## src/rtl/alu_pkg.sv

```systemverilog
// Shared definitions for the pipelined ALU: op encoding and flag bit layout.
// Flag vector width depends on ALU_PIPE_FLAGS_EN (N/V present only when defined).
package alu_pkg;

  typedef enum logic [1:0] {
    ALU_ADD = 2'b00,
    ALU_SUB = 2'b01,
    ALU_AND = 2'b10,
    ALU_NOT = 2'b11
  } alu_op_e;

  localparam int unsigned FLAG_Z = 0;
  localparam int unsigned FLAG_N = 1;
  localparam int unsigned FLAG_V = 2;

`ifdef ALU_PIPE_FLAGS_EN
  localparam int unsigned FLAG_W = 3;
`else
  localparam int unsigned FLAG_W = 1;
`endif

endpackage

```

## src/rtl/alu_core.sv

```systemverilog
// Combinational op/flag logic sitting between the two pipeline stages.
// N and V are produced only when ALU_PIPE_FLAGS_EN is defined.
module alu_core
  import alu_pkg::*;
#(
  parameter int unsigned WIDTH = 16
) (
  input  logic [WIDTH-1:0]  i_a,
  input  logic [WIDTH-1:0]  i_b,
  input  alu_op_e           i_op,
  output logic [WIDTH-1:0]  o_result,
  output logic [FLAG_W-1:0] o_flags
);

  always_comb begin
    o_result = '0;
    o_flags  = '0;
    case (i_op)
      ALU_ADD: o_result = i_a + i_b;
      ALU_SUB: o_result = i_a + ~i_b + WIDTH'(1);
      ALU_AND: o_result = i_a & i_b;
      ALU_NOT: o_result = ~i_b;
    endcase
    o_flags[FLAG_Z] = ~|o_result;
`ifdef ALU_PIPE_FLAGS_EN
    o_flags[FLAG_N] = o_result[WIDTH-1];
    case (i_op)
      ALU_ADD: o_flags[FLAG_V] = (i_a[WIDTH-1] == i_b[WIDTH-1]) &&
                                 (o_result[WIDTH-1] != i_a[WIDTH-1]);
      ALU_SUB: o_flags[FLAG_V] = (i_a[WIDTH-1] != i_b[WIDTH-1]) &&
                                 (o_result[WIDTH-1] != i_a[WIDTH-1]);
      default: o_flags[FLAG_V] = 1'b0;
    endcase
`endif
  end

endmodule

```

## src/rtl/alu_pipe.sv

```systemverilog
// Two-stage pipelined ALU with valid/ready handshake on both ends and a sideband tag.
// Define ALU_PIPE_FLAGS_EN to add the N (sign) and V (signed overflow) outputs.
module alu_pipe
  import alu_pkg::*;
#(
  parameter int unsigned WIDTH = 16,
  parameter int unsigned TAG_W = 3
) (
  input  logic             clk,
  input  logic             reset,
  input  logic             in_valid,
  output logic             in_ready,
  input  logic [WIDTH-1:0] Ain,
  input  logic [WIDTH-1:0] Bin,
  input  logic [1:0]       ALUop,
  input  logic [TAG_W-1:0] in_tag,
  output logic             out_valid,
  input  logic             out_ready,
  output logic [WIDTH-1:0] out,
  output logic [TAG_W-1:0] out_tag,
`ifdef ALU_PIPE_FLAGS_EN
  output logic             N,
  output logic             V,
`endif
  output logic             Z
);

  logic             r_s1_valid;
  logic [WIDTH-1:0] r_s1_a;
  logic [WIDTH-1:0] r_s1_b;
  alu_op_e          r_s1_op;
  logic [TAG_W-1:0] r_s1_tag;

  logic              r_s2_valid;
  logic [WIDTH-1:0]  r_s2_res;
  logic [TAG_W-1:0]  r_s2_tag;
  logic [FLAG_W-1:0] r_s2_flags;

  logic              w_s2_adv;
  logic              w_s1_adv;
  logic [WIDTH-1:0]  w_res;
  logic [FLAG_W-1:0] w_flags;

  // Each stage may load whenever it is empty or its contents leave this cycle,
  // so a full stream with out_ready high never inserts bubbles.
  assign w_s2_adv = ~r_s2_valid | out_ready;
  assign w_s1_adv = ~r_s1_valid | w_s2_adv;
  assign in_ready = w_s1_adv;

  always_ff @(posedge clk or posedge reset) begin
    if (reset) begin
      r_s1_valid <= 1'b0;
      r_s1_a     <= '0;
      r_s1_b     <= '0;
      r_s1_op    <= ALU_ADD;
      r_s1_tag   <= '0;
    end else if (w_s1_adv) begin
      r_s1_valid <= in_valid;
      if (in_valid) begin
        r_s1_a   <= Ain;
        r_s1_b   <= Bin;
        r_s1_op  <= alu_op_e'(ALUop);
        r_s1_tag <= in_tag;
      end
    end
  end

  alu_core #(
    .WIDTH(WIDTH)
  ) u_core (
    .i_a      (r_s1_a),
    .i_b      (r_s1_b),
    .i_op     (r_s1_op),
    .o_result (w_res),
    .o_flags  (w_flags)
  );

  // Result registers only load on a real transfer, so data stays frozen while stalled.
  always_ff @(posedge clk or posedge reset) begin
    if (reset) begin
      r_s2_valid <= 1'b0;
      r_s2_res   <= '0;
      r_s2_tag   <= '0;
      r_s2_flags <= '0;
    end else if (w_s2_adv) begin
      r_s2_valid <= r_s1_valid;
      if (r_s1_valid) begin
        r_s2_res   <= w_res;
        r_s2_tag   <= r_s1_tag;
        r_s2_flags <= w_flags;
      end
    end
  end

  assign out_valid = r_s2_valid;
  assign out       = r_s2_res;
  assign out_tag   = r_s2_tag;
  assign Z         = r_s2_flags[FLAG_Z];
`ifdef ALU_PIPE_FLAGS_EN
  assign N         = r_s2_flags[FLAG_N];
  assign V         = r_s2_flags[FLAG_V];
`endif

endmodule

```

## config.mk

```make
export PLATFORM = sky130hd
export DESIGN_NAME = alu_pipe
export DESIGN_NICKNAME = d
export VERILOG_FILES = /design/src/rtl/alu_pkg.sv /design/src/rtl/alu_core.sv /design/src/rtl/alu_pipe.sv
export SDC_FILE = /design/constraint.sdc
export NUM_CORES = 1
export LEC_CHECK = 0
export CORE_ASPECT_RATIO = 0.5
export CORE_UTILIZATION = 51
export CTS_BUF_LIST = sky130_fd_sc_hd__clkbuf_4
export CTS_CLUSTER_SIZE = 16
export DETAILED_ROUTE_END_ITERATION = 6
export PLACE_DENSITY = 0.86
export SLEW_MARGIN = 10
export SYNTH_ARGS = -nofsm -noshare
export SYNTH_HDL_FRONTEND = slang
export SYNTH_SLANG_ARGS = --single-unit
```

## constraint.sdc

```tcl
create_clock -name clk -period 2.64 [get_ports clk]
set_input_delay 0.528 -clock clk [delete_from_list [all_inputs] [get_ports clk]]
set_output_delay 0.528 -clock clk [all_outputs]
set_load 0.03 [all_outputs]
```

---- Word level (Yosys, flattened, before mapping) ----
Cells that the tools add are included.
word-level totals
  register bits after elaboration ......... 59
  input bits .............................. 41
  output and inout port bits .............. 22
  word-level logic and storage cells ...... 27
operators by class
  add/subtract/negate cells ............... 3
  equal/unequal tests ..................... 3
  muxes and demuxes ....................... 1
  bitwise gates (word level) .............. 6
  reductions and logical operators ........ 5
operators by type and width
  kind                     count
  $pmux W16 S4             1
  $add A16 B16 Y16         2
  $add A16 B1 Y16 const B  1
  $and A16 B16 Y16         1
  $not A16 Y16             1
  $reduce_or A16 Y1        1
  $eq A2 B2 Y1 const B     2
  $reduce_and A2 Y1        2
  $eq A2 B1 Y1 const B     1
  $logic_not A2 Y1         1
  $not A1 Y1               2
  $or A1 B1 Y1             2
  $logic_not A1 Y1         1

---- Depth between registers and ports, before layout ----
Gate-level depths: netlist of the first run.
  depth after elaboration ................. 6
  gate-level depth with buffers ........... 13
  depth with buffers taken out ............ 13

---- Cells and area by module ----
A second synthesis of the first run with hierarchy kept.
second synthesis, totals
  cell total of the unflattened synthesis .. 424
  area total of the unflattened synthesis .. 4461.8 um^2
by module, submodules not included
  module    instances  cells each  area each (um^2)  seq. area each (um^2)
  alu_pipe  1          128         2381.0            1476.4
  alu_core  1          296         2080.7            0.0

---- Worst setup path before layout of the first run ----
No wires, ideal clock.
  path kind ............................... flip-flop to flip-flop
  start ................................... register r_s1_b[0]
  end ..................................... register r_s2_flags (netlist: Z)
  library setup time ...................... 0.095 ns
  data arrival time ....................... 2.826 ns
  data required time ...................... 2.545 ns
  path slack .............................. -0.281 ns
  stages on the path, launching flop included .. 13
  buffers on the path ..................... 0
  period minus slack after synthesis ...... 2.921 ns
  cell sequence ........................... dfrtp_1 ha_1 fa_1 nand2b_1 a211oi_2 or3_1 a21oi_1 mux2_4 a211oi_2 and4b_1 and3_1 nand4_1 o31ai_1
on the way
  word-level cells in the longest chain between the ends .. 6
  elaborated cells between the ends (all ways) .. 8
  those cells by class .................... add/sub (3); mux (1); bitwise (2); reduce/logical (2)
ends and longest elaborated chain
  item                    RTL line                        source
  start, declared         alu_pipe.sv:30                  logic [WIDTH-1:0] r_s1_b;
  start signal, assigned  alu_pipe.sv:61                  r_s1_b <= Bin;
  $not A16 Y16            alu_core.sv:20, alu_core.sv:22
  $add A16 B16 Y16        alu_core.sv:20                  ALU_SUB: o_result = i_a + ~i_b + WIDTH'(1);
  $add A16 B1 Y16         alu_core.sv:20
  $pmux W16 S4 *          alu_core.sv:18                  case (i_op)
  $reduce_or A16 Y1 *     alu_core.sv:24                  o_flags[FLAG_Z] = ~|o_result;
  $logic_not A1 Y1 *      alu_core.sv:24
  end signal, assigned    alu_pipe.sv:90                  r_s2_flags <= w_flags;
  end, declared           alu_pipe.sv:37                  logic [FLAG_W-1:0] r_s2_flags;
Mark *: on every way between the ends. The rest lies on a longest branch, timed or not.
A chain may end at the register's enable or synchronous reset.

---- Worst setup path after layout of the first run ----
  start ................................... register r_s1_a[0]
  end ..................................... register r_s2_flags (netlist: Z)
on the way
  word-level cells in the longest chain between the ends .. 5
  elaborated cells between the ends (all ways) .. 7
  those cells by class .................... add/sub (3); mux (1); bitwise (1); reduce/logical (2)
ends and longest elaborated chain
  item                    RTL line        source
  start, declared         alu_pipe.sv:29  logic [WIDTH-1:0] r_s1_a;
  start signal, assigned  alu_pipe.sv:60  r_s1_a <= Ain;
  $add A16 B16 Y16        alu_core.sv:20
  $add A16 B1 Y16         alu_core.sv:20
  $pmux W16 S4 *          alu_core.sv:18
  $reduce_or A16 Y1 *     alu_core.sv:24
  $logic_not A1 Y1 *      alu_core.sv:24
Marked as above.

==> results of run 1 <==
[critical path, cell delays in order (launching register included)]
cell,delay [ps]
sky130_fd_sc_hd__dfrtp_1,420
sky130_fd_sc_hd__ha_2,210
sky130_fd_sc_hd__fa_2,370
sky130_fd_sc_hd__nand2b_4,100
sky130_fd_sc_hd__a211oi_4,60
sky130_fd_sc_hd__or3_4,380
sky130_fd_sc_hd__a21oi_2,170
sky130_fd_sc_hd__mux2_4,310
sky130_fd_sc_hd__a211oi_2,200
sky130_fd_sc_hd__and4b_1,220
sky130_fd_sc_hd__and3_1,190
sky130_fd_sc_hd__nand4_1,120
sky130_fd_sc_hd__o31ai_1,290
[synthesized netlist by cell type, types with 4 or more instances]
cell                        n  share of area
sky130_fd_sc_hd__mux2_2    46           0.13
sky130_fd_sc_hd__xnor2_1   13          0.028
sky130_fd_sc_hd__a31oi_1    4         0.0061
sky130_fd_sc_hd__a21o_1     4         0.0073
sky130_fd_sc_hd__dfrtp_1   59           0.36
sky130_fd_sc_hd__o21ai_0   28          0.034
sky130_fd_sc_hd__inv_1     33          0.030
sky130_fd_sc_hd__nand3_1    4         0.0049
sky130_fd_sc_hd__nor2_1    21          0.019
sky130_fd_sc_hd__clkbuf_1  10         0.0091
sky130_fd_sc_hd__a21oi_1   21          0.026
sky130_fd_sc_hd__or3_1      4         0.0061
sky130_fd_sc_hd__mux2i_1    4         0.0097
sky130_fd_sc_hd__o21ai_1   10          0.012
sky130_fd_sc_hd__nand2b_1   7          0.011
sky130_fd_sc_hd__nand2_1   36          0.033
sky130_fd_sc_hd__buf_2      7         0.0085
sky130_fd_sc_hd__nor2b_1    4         0.0061
sky130_fd_sc_hd__ha_1      31          0.094
sky130_fd_sc_hd__nor3_1    10          0.012
[power groups by stage]
stage | registers, mW | logic [mW] | clock network, mW
floorplan | 1.48 | 1.28 | 0
global placement | 1.25 | 2.32 | 0
detailed placement | 1.27 | 2.39 | 0
CTS | 1.25 | 2.48 | 0.754
global route | 1.28 | 2.87 | 0.792
finish | 1.26 | 2.69 | 0.744
[cell families (layout without fill, tap and decap cells)]
logic type      Yosys count  count (layout)  share of synthesized area
flops                    59              59                      0.358
buf+inv                  55             177                     0.0559
fa+ha+maj                33              33                      0.104
xor+xnor                 14              14                     0.0298
mux                      56              56                      0.161
compound gates          110             110                      0.181
simple gates             96              96                      0.110
[final timing paths]
path / endpoint / slack (ps) / from
hold / removal: r_s1_b[9]$_DFFE_PP0P_ / 450 / reset
hold reg to reg: out[7]$_DFFE_PP0P_ / 500 / out[7]$_DFFE_PP0P_
setup / recovery: Z$_DFFE_PP0P_ / -530 / r_s1_a[0]$_DFFE_PP0P_
max in group asynchronous: out[1]$_DFFE_PP0P_ / 1630 / reset
setup reg to reg: Z$_DFFE_PP0P_ / -530 / r_s1_a[0]$_DFFE_PP0P_
min in group clk: out[7]$_DFFE_PP0P_ / 500 / out[7]$_DFFE_PP0P_
[layer usage]
metal / vias to the layer above / part of all wire / track usage
li1: 1744 / - / -
met1: 1779 / 0.40 / 0.336
met2: 187 / 0.48 / 0.449
met3: 43 / 0.087 / 0.0627
met4: 0 / 0.030 / 0.0941
met5: - / 0 / 0
[flip-flops by register name (all words and copies together), names as in the netlist]
signal	cells
out	16
r_s1_a	16
r_s1_b	16
out_tag	3
r_s1_tag	3
r_s1_op	2
Z	1
out_valid	1
r_s1_valid	1
[per-stage QoR]
step                TNS [ps]  std cells
global route           -1730        653
detailed placement     -1540        630
finish                 -1360        653
global placement        -801        630
floorplan               -152        423
CTS                     -647        651
[area by class of cell]
type                       count  area, um^2  share of cell area
sequential                    59        1480               0.261
inverter                      34         128              0.0225
tap                          108         135              0.0238
clock inverter                 5        77.6              0.0137
multi-input combinational    309        2630               0.464
timing repair buffer         127        1140               0.201
clock buffer                  11        82.6              0.0146
[timing repair]
action	in CTS	in global routing
cloned	0	0
pin swaps	10	7
endpoints found under the setup margin	7	8
setup buffers	5	2
resized for setup	17	24
==> impl_summary.log, run 1 <==
[metrics] run status: finished with violations
[metrics] violations in the final reports: setup timing
[metrics] starting density of the core: 0.544
[metrics] number of warning messages in the yosys log: 0
[metrics] number of DRC markers after the initial detailed-route iteration: 331
[metrics] maximum root-to-sink buffer count: 2
[metrics] number of top-level pins: 63
[metrics] fill count: 493
[metrics] setup repair after global routing missed its margin: true
[metrics] commonest register cell after synthesis: sky130_fd_sc_hd__dfrtp_1
[metrics] Final Wtd Congestion: 0.938
[metrics] Clock Root Buffer: sky130_fd_sc_hd__clkbuf_4
[metrics] Cell Pwr Density: 827 nW/um^2
[metrics] proportion of power drawn by flip-flops and latches: 0.269
[metrics] core box area: 7570 um^2
[metrics] drt pass-1 iters: 5
[metrics] power spent charging and discharging nets: 1.89 mW
[metrics] post-synthesis sequential area ratio: 0.358
[metrics] most frequent cells in the layout: sky130_fd_sc_hd__clkdlybuf4s50_1 (62), sky130_fd_sc_hd__buf_4 (61), sky130_fd_sc_hd__dfrtp_1 (57), sky130_fd_sc_hd__mux2_2 (46), sky130_fd_sc_hd__nand2_1 (35)
[metrics] reported max-cap violation count: 0
[metrics] share of flip-flops with an asynchronous set or reset after synthesis: 1.00
[metrics] insertion delay to the later sink of the worst-skew pair: 430 ps
[metrics] synth unique cells: 66
[metrics] remaining global-route overflow: 0
[metrics] Peak Freq: 0.316 GHz
[metrics] Syn Area/Cell: 9.74 um^2
[metrics] detailed-route DRC error count: 0
[metrics] share of the core filled with cells in the final layout: 0.749
[metrics] DP Area: 5250 um^2
[metrics] floorplan die area: 8460 um^2
[metrics] Internal Pwr Total: 2.80 mW
[metrics] Clock Pin Slew Worst Setup and Hold Paths: 100 ps
[metrics] number of flops mapped to enable cells by yosys: 0
[metrics] IO buf count: 62
[metrics] wire length of the first global-routing pass: 16.9 mm
[metrics] maximum clock skew at final layout: 8.27 ps
[metrics] critical path start-end classification: flop to flop
[metrics] fraction of power consumed by combinational cells: 0.573
[metrics] Final min period: 3170 ps
[metrics] number of standard cells after synthesis: 423
[metrics] total power: 4.69 mW
[metrics] number of global-route vias before repair: 3564
[metrics] maximum ir drop on the vdd rail: 0.321 mV
[metrics] width of the die: 129 um
[metrics] area of the mapped netlist: 4120 um^2
[metrics] WP data arrival: 3490 ps
[metrics] most frequent standard cell in the layout excluding fill and tap cells: sky130_fd_sc_hd__clkdlybuf4s50_1
[metrics] worst-case reg-to-reg path depth: 12
[metrics] type of the most critical hold path: input port to async pin
[metrics] Global Route Usage Sum: 0.266
[metrics] Cell Rows: 22
[metrics] net total in the final layout: 614
[metrics] area of all placed cells without fillers: 5670 um^2
[metrics] Vias: 3753
[metrics] count of H-tree levels built during CTS: 3
[metrics] endpoint kind of the worst setup timing path: flop
[metrics] fraction of final layout cells with drive strength greater than 1: 0.321
[metrics] number of buffers inserted during clock tree synthesis: 9
[metrics] routed wire length per instance: 17.2 um
[metrics] Final setup violation count: 6
[metrics] Lkg Pwr: 2.51 nW
[metrics] worst hold slack: 451 ps
[metrics] clock sink total: 59
[metrics] final count of hold timing violations: 0
[metrics] TritonCTS clock tree: built
[metrics] layout overhead on the synthesized area: 37.7%
[metrics] Data required, critical path: 2960 ps
[metrics] share of the clock period used by the worst path after layout: 1.20
[metrics] maximum number of pins on one net before global-route repair: 39
[metrics] worst relative slew slack: 0.656
[metrics] number of antenna diodes: 0
[metrics] half-perimeter wire length after detailed placement: 7.78 mm
[metrics] Setup Slack @ Placement: -457 ps
[metrics] hold-fix buffers at CTS: 0
[metrics] number of synthesized register bits: 59
[metrics] slew of the pin with the lowest slew margin: 515 ps
[metrics] Switching Fraction: 0.403
[metrics] die extent in y: 65.5 um
[metrics] crit path max fanout: 3
[metrics] post-DR vias/cell: 5.75
[metrics] setup slack after layout: -526 ps
[metrics] clock power share: 0.158
[metrics] number of nets produced by synthesis: 497
[metrics] pins over their slew limit: 0
[metrics] sort of element at the start of the critical path: flop
[metrics] Final Routed Wirelength: 11.2 mm
[metrics] number of antenna violations at the first check in global routing: 0
[metrics] DRT antenna net count: 0
No activity file was read; power rests on OpenSTA's default activity.
==> run 2, diff against run 1 <==
--- a/config.mk
+++ b/config.mk
@@ -5,6 +5,7 @@
 export SDC_FILE = /design/constraint.sdc
 export NUM_CORES = 1
 export LEC_CHECK = 0
+export CAP_MARGIN = 20
 export CORE_ASPECT_RATIO = 0.5
 export CORE_UTILIZATION = 51
 export CTS_BUF_LIST = sky130_fd_sc_hd__clkbuf_4
==> results of run 2 <==
The final DEF is identical to that of run 1; final timing and power are the same.
==> run 3, diff against run 2 <==
--- a/config.mk
+++ b/config.mk
@@ -7,11 +7,11 @@
 export LEC_CHECK = 0
 export CAP_MARGIN = 20
 export CORE_ASPECT_RATIO = 0.5
-export CORE_UTILIZATION = 51
+export CORE_UTILIZATION = 56
 export CTS_BUF_LIST = sky130_fd_sc_hd__clkbuf_4
 export CTS_CLUSTER_SIZE = 16
 export DETAILED_ROUTE_END_ITERATION = 6
-export PLACE_DENSITY = 0.86
+export PLACE_DENSITY = 0.89
 export SLEW_MARGIN = 10
 export SYNTH_ARGS = -nofsm -noshare
 export SYNTH_HDL_FRONTEND = slang
==> constraint.sdc (replaced) <==
create_clock -name clk -period 3.2 [get_ports clk]
set_input_delay 0.64 -clock clk [delete_from_list [all_inputs] [get_ports clk]]
set_output_delay 0.64 -clock clk [all_outputs]
set_load 0.03 [all_outputs]
==> impl_summary.log, run 3 (synthesis gave the netlist of run 1 again) <==
[metrics] run status: finished, final reports clean
[metrics] TritonCTS clock tree: built
[metrics] maximum number of pins on one net before global-route repair: 38 (-2.6%)
[metrics] Cell Pwr Density: 668 nW/um^2 (-19%)
[metrics] number of DRC markers after the initial detailed-route iteration: 348 (+5.1%)
[metrics] net total in the final layout: 559 (-9.0%)
[metrics] IO buf count: 62 (unchanged)
[metrics] half-perimeter wire length after detailed placement: 6.87 mm (-12%)
[metrics] detailed-route DRC error count: 0 (unchanged)
[metrics] crit path max fanout: 4 (+1)
[metrics] Final setup violation count: 0 (-6)
[metrics] reported max-cap violation count: 0 (unchanged)
[metrics] Setup TNS: 0 ps (+1360 ps)
[metrics] placed cell count: 565 (-10%)
[metrics] sort of element at the start of the critical path: flop
[metrics] starting density of the core: 0.598 (+0.0542)
[metrics] number of antenna violations at the first check in global routing: 0 (unchanged)
[metrics] Peak Freq: 0.322 GHz (+2.0%)
[metrics] floorplan die area: 7720 um^2 (-8.7%)
[metrics] pins over their slew limit: 0 (unchanged)
[metrics] wire length of the first global-routing pass: 15.2 mm (-10%)
[metrics] WP data arrival: 3460 ps (-30 ps)
[metrics] worst hold slack: 491 ps (+40.4 ps)
[metrics] Cell Rows: 21 (-4.5%)
[metrics] Final min period: 3100 ps (-62.7 ps)
[metrics] post-DR vias/cell: 5.89 (+2.4%)
[metrics] final standard cell count with taps included and fillers excluded: 582 (-11%)
[metrics] maximum ir drop on the vdd rail: 0.323 mV (+0.58%)
[metrics] Vias: 3426 (-8.7%)
[metrics] number of global-route vias before repair: 3160 (-11%)
[metrics] most frequent cells in the layout: sky130_fd_sc_hd__clkdlybuf4s50_1 (62), sky130_fd_sc_hd__dfrtp_1 (58), sky130_fd_sc_hd__mux2_2 (46), sky130_fd_sc_hd__nand2_1 (36), sky130_fd_sc_hd__inv_1 (32)
[metrics] critical path start-end classification: flop to flop
[metrics] hold-fix buffers at CTS: 0 (unchanged)
[metrics] final count of hold timing violations: 0 (unchanged)
[metrics] number of antenna diodes: 0 (unchanged)
[metrics] Final Wtd Congestion: 0.915 (-2.5%)
[metrics] share of the clock period used by the worst path after layout: 0.970 (-0.229)
[metrics] core box area: 6880 um^2 (-9.1%)
[metrics] Data required, critical path: 3550 ps (+590 ps)
[metrics] Clock Root Buffer: sky130_fd_sc_hd__clkbuf_4
[metrics] remaining global-route overflow: 0 (unchanged)
[metrics] clock sink total: 59 (unchanged)
[metrics] number of buffers inserted during clock tree synthesis: 9 (unchanged)
[metrics] die extent in y: 62.6 um (-4.4%)
[metrics] count of H-tree levels built during CTS: 3 (unchanged)
[metrics] maximum clock skew at final layout: 18.1 ps (+9.79 ps)
[metrics] type of the most critical hold path: flop to flop
[metrics] drt pass-1 iters: 5 (unchanged)
[metrics] most frequent standard cell in the layout excluding fill and tap cells: sky130_fd_sc_hd__clkdlybuf4s50_1
[metrics] Lkg Pwr: 2.18 nW (-13%)
[metrics] width of the die: 123 um (-4.5%)
[metrics] endpoint kind of the worst setup timing path: flop
[metrics] layout overhead on the synthesized area: 21.3%
[metrics] DRT antenna net count: 0 (unchanged)
[metrics] Global Route Usage Sum: 0.262 (-0.00380)
[metrics] fraction of final layout cells with drive strength greater than 1: 0.194 (-0.127)
[metrics] number of top-level pins: 63 (unchanged)
[metrics] Clock Pin Slew Worst Setup and Hold Paths: 100 ps (about the same)
[metrics] maximum root-to-sink buffer count: 2 (unchanged)
[metrics] total power: 3.34 mW (-29%)
[metrics] slew of the pin with the lowest slew margin: 614 ps (+98.3 ps)
[metrics] Final Routed Wirelength: 9.30 mm (-17%)
[metrics] routed wire length per instance: 16.0 um (-6.9%)
[metrics] worst relative slew slack: 0.590 (-0.0657)
[metrics] insertion delay to the later sink of the worst-skew pair: 440 ps (about the same)
run 3: cell types whose count changed in the layout (fill, tap and decap cells not counted), moves of 2 or more:
| cell | before | now |
|---|---|---|
| sky130_fd_sc_hd__o21ai_2 | 4 | 0 |
| sky130_fd_sc_hd__o21ai_0 | 24 | 28 |
| sky130_fd_sc_hd__ha_1 | 25 | 28 |
| sky130_fd_sc_hd__buf_6 | 2 | 0 |
| sky130_fd_sc_hd__nor3_1 | 7 | 10 |
| sky130_fd_sc_hd__buf_4 | 61 | 9 |
| sky130_fd_sc_hd__nor3_2 | 2 | 0 |
| sky130_fd_sc_hd__ha_4 | 5 | 0 |
| sky130_fd_sc_hd__ha_2 | 1 | 3 |
run 3: through the flow:
stage          setup WS [ps]  utilization  area (um^2)
2_1_floorplan            279            -         4120
3_3_place_gp             116        0.702         4830
3_5_place_dp            17.5        0.702         4830
4_1_cts                 23.6        0.722         4970
5_1_grt                -6.51        0.726         5000
6_report                96.4        0.726         5000
run 3: metal layers:
metal,vias to the layer above,part of all wire,GRT usage
met2,150,0.46,0.395
met1,1618,0.43,0.347
met3,22,0.085,0.0922
met5,-,0,0
li1,1636,-,-
met4,0,0.020,0.0949
run 3: critical path: stages, from the launching register on:
cell and delay (ps):
sky130_fd_sc_hd__dfrtp_1 430, sky130_fd_sc_hd__ha_2 210, sky130_fd_sc_hd__fa_2 350, sky130_fd_sc_hd__nand2b_1 110, sky130_fd_sc_hd__a211oi_2 90, sky130_fd_sc_hd__or3_4 400
sky130_fd_sc_hd__a21oi_2 160, sky130_fd_sc_hd__mux2_4 310, sky130_fd_sc_hd__a211oi_2 250, sky130_fd_sc_hd__and4b_1 220, sky130_fd_sc_hd__and3_1 190, sky130_fd_sc_hd__nand4_1 100
sky130_fd_sc_hd__o31ai_1 190
run 3: final timing paths:
path | slack (ps) | depth (start not counted) | from | to
max | 100 | 12 | r_s1_b[0]$_DFFE_PP0P_ | Z$_DFFE_PP0P_
min | 490 | 2 | out[6]$_DFFE_PP0P_ | out[6]$_DFFE_PP0P_
max reg2reg | 100 | 12 | r_s1_b[0]$_DFFE_PP0P_ | Z$_DFFE_PP0P_
min reg2reg | 490 | 2 | out[6]$_DFFE_PP0P_ | out[6]$_DFFE_PP0P_
max in group asynchronous | 2020 | 3 | reset | r_s1_b[1]$_DFFE_PP0P_
min in group asynchronous | 590 | 2 | reset | out[7]$_DFFE_PP0P_
run 3: timing repair:
action / CTS / global route
gates resized for setup: 2 / 7
setup endpoints to repair: 1 / 3
buffers inserted: 0 / 1
run 3: layout make-up:
type                       count  area [um^2]
inverter                      34          128
clock inverter                 6         56.3
clock buffer                  10         75.1
sequential                    59         1480
timing repair buffer          72          708
fill                         481         1890
tap                           92          115
multi-input combinational    309         2440
run 3: power breakdown:
| part | internal [mW] | switching (mW) |
|---|---|---|
| Sequential | 0.914 | 0.120 |
| Combinational | 0.809 | 0.967 |
| Clock | 0.240 | 0.287 |
| Total | 1.96 | 1.37 |
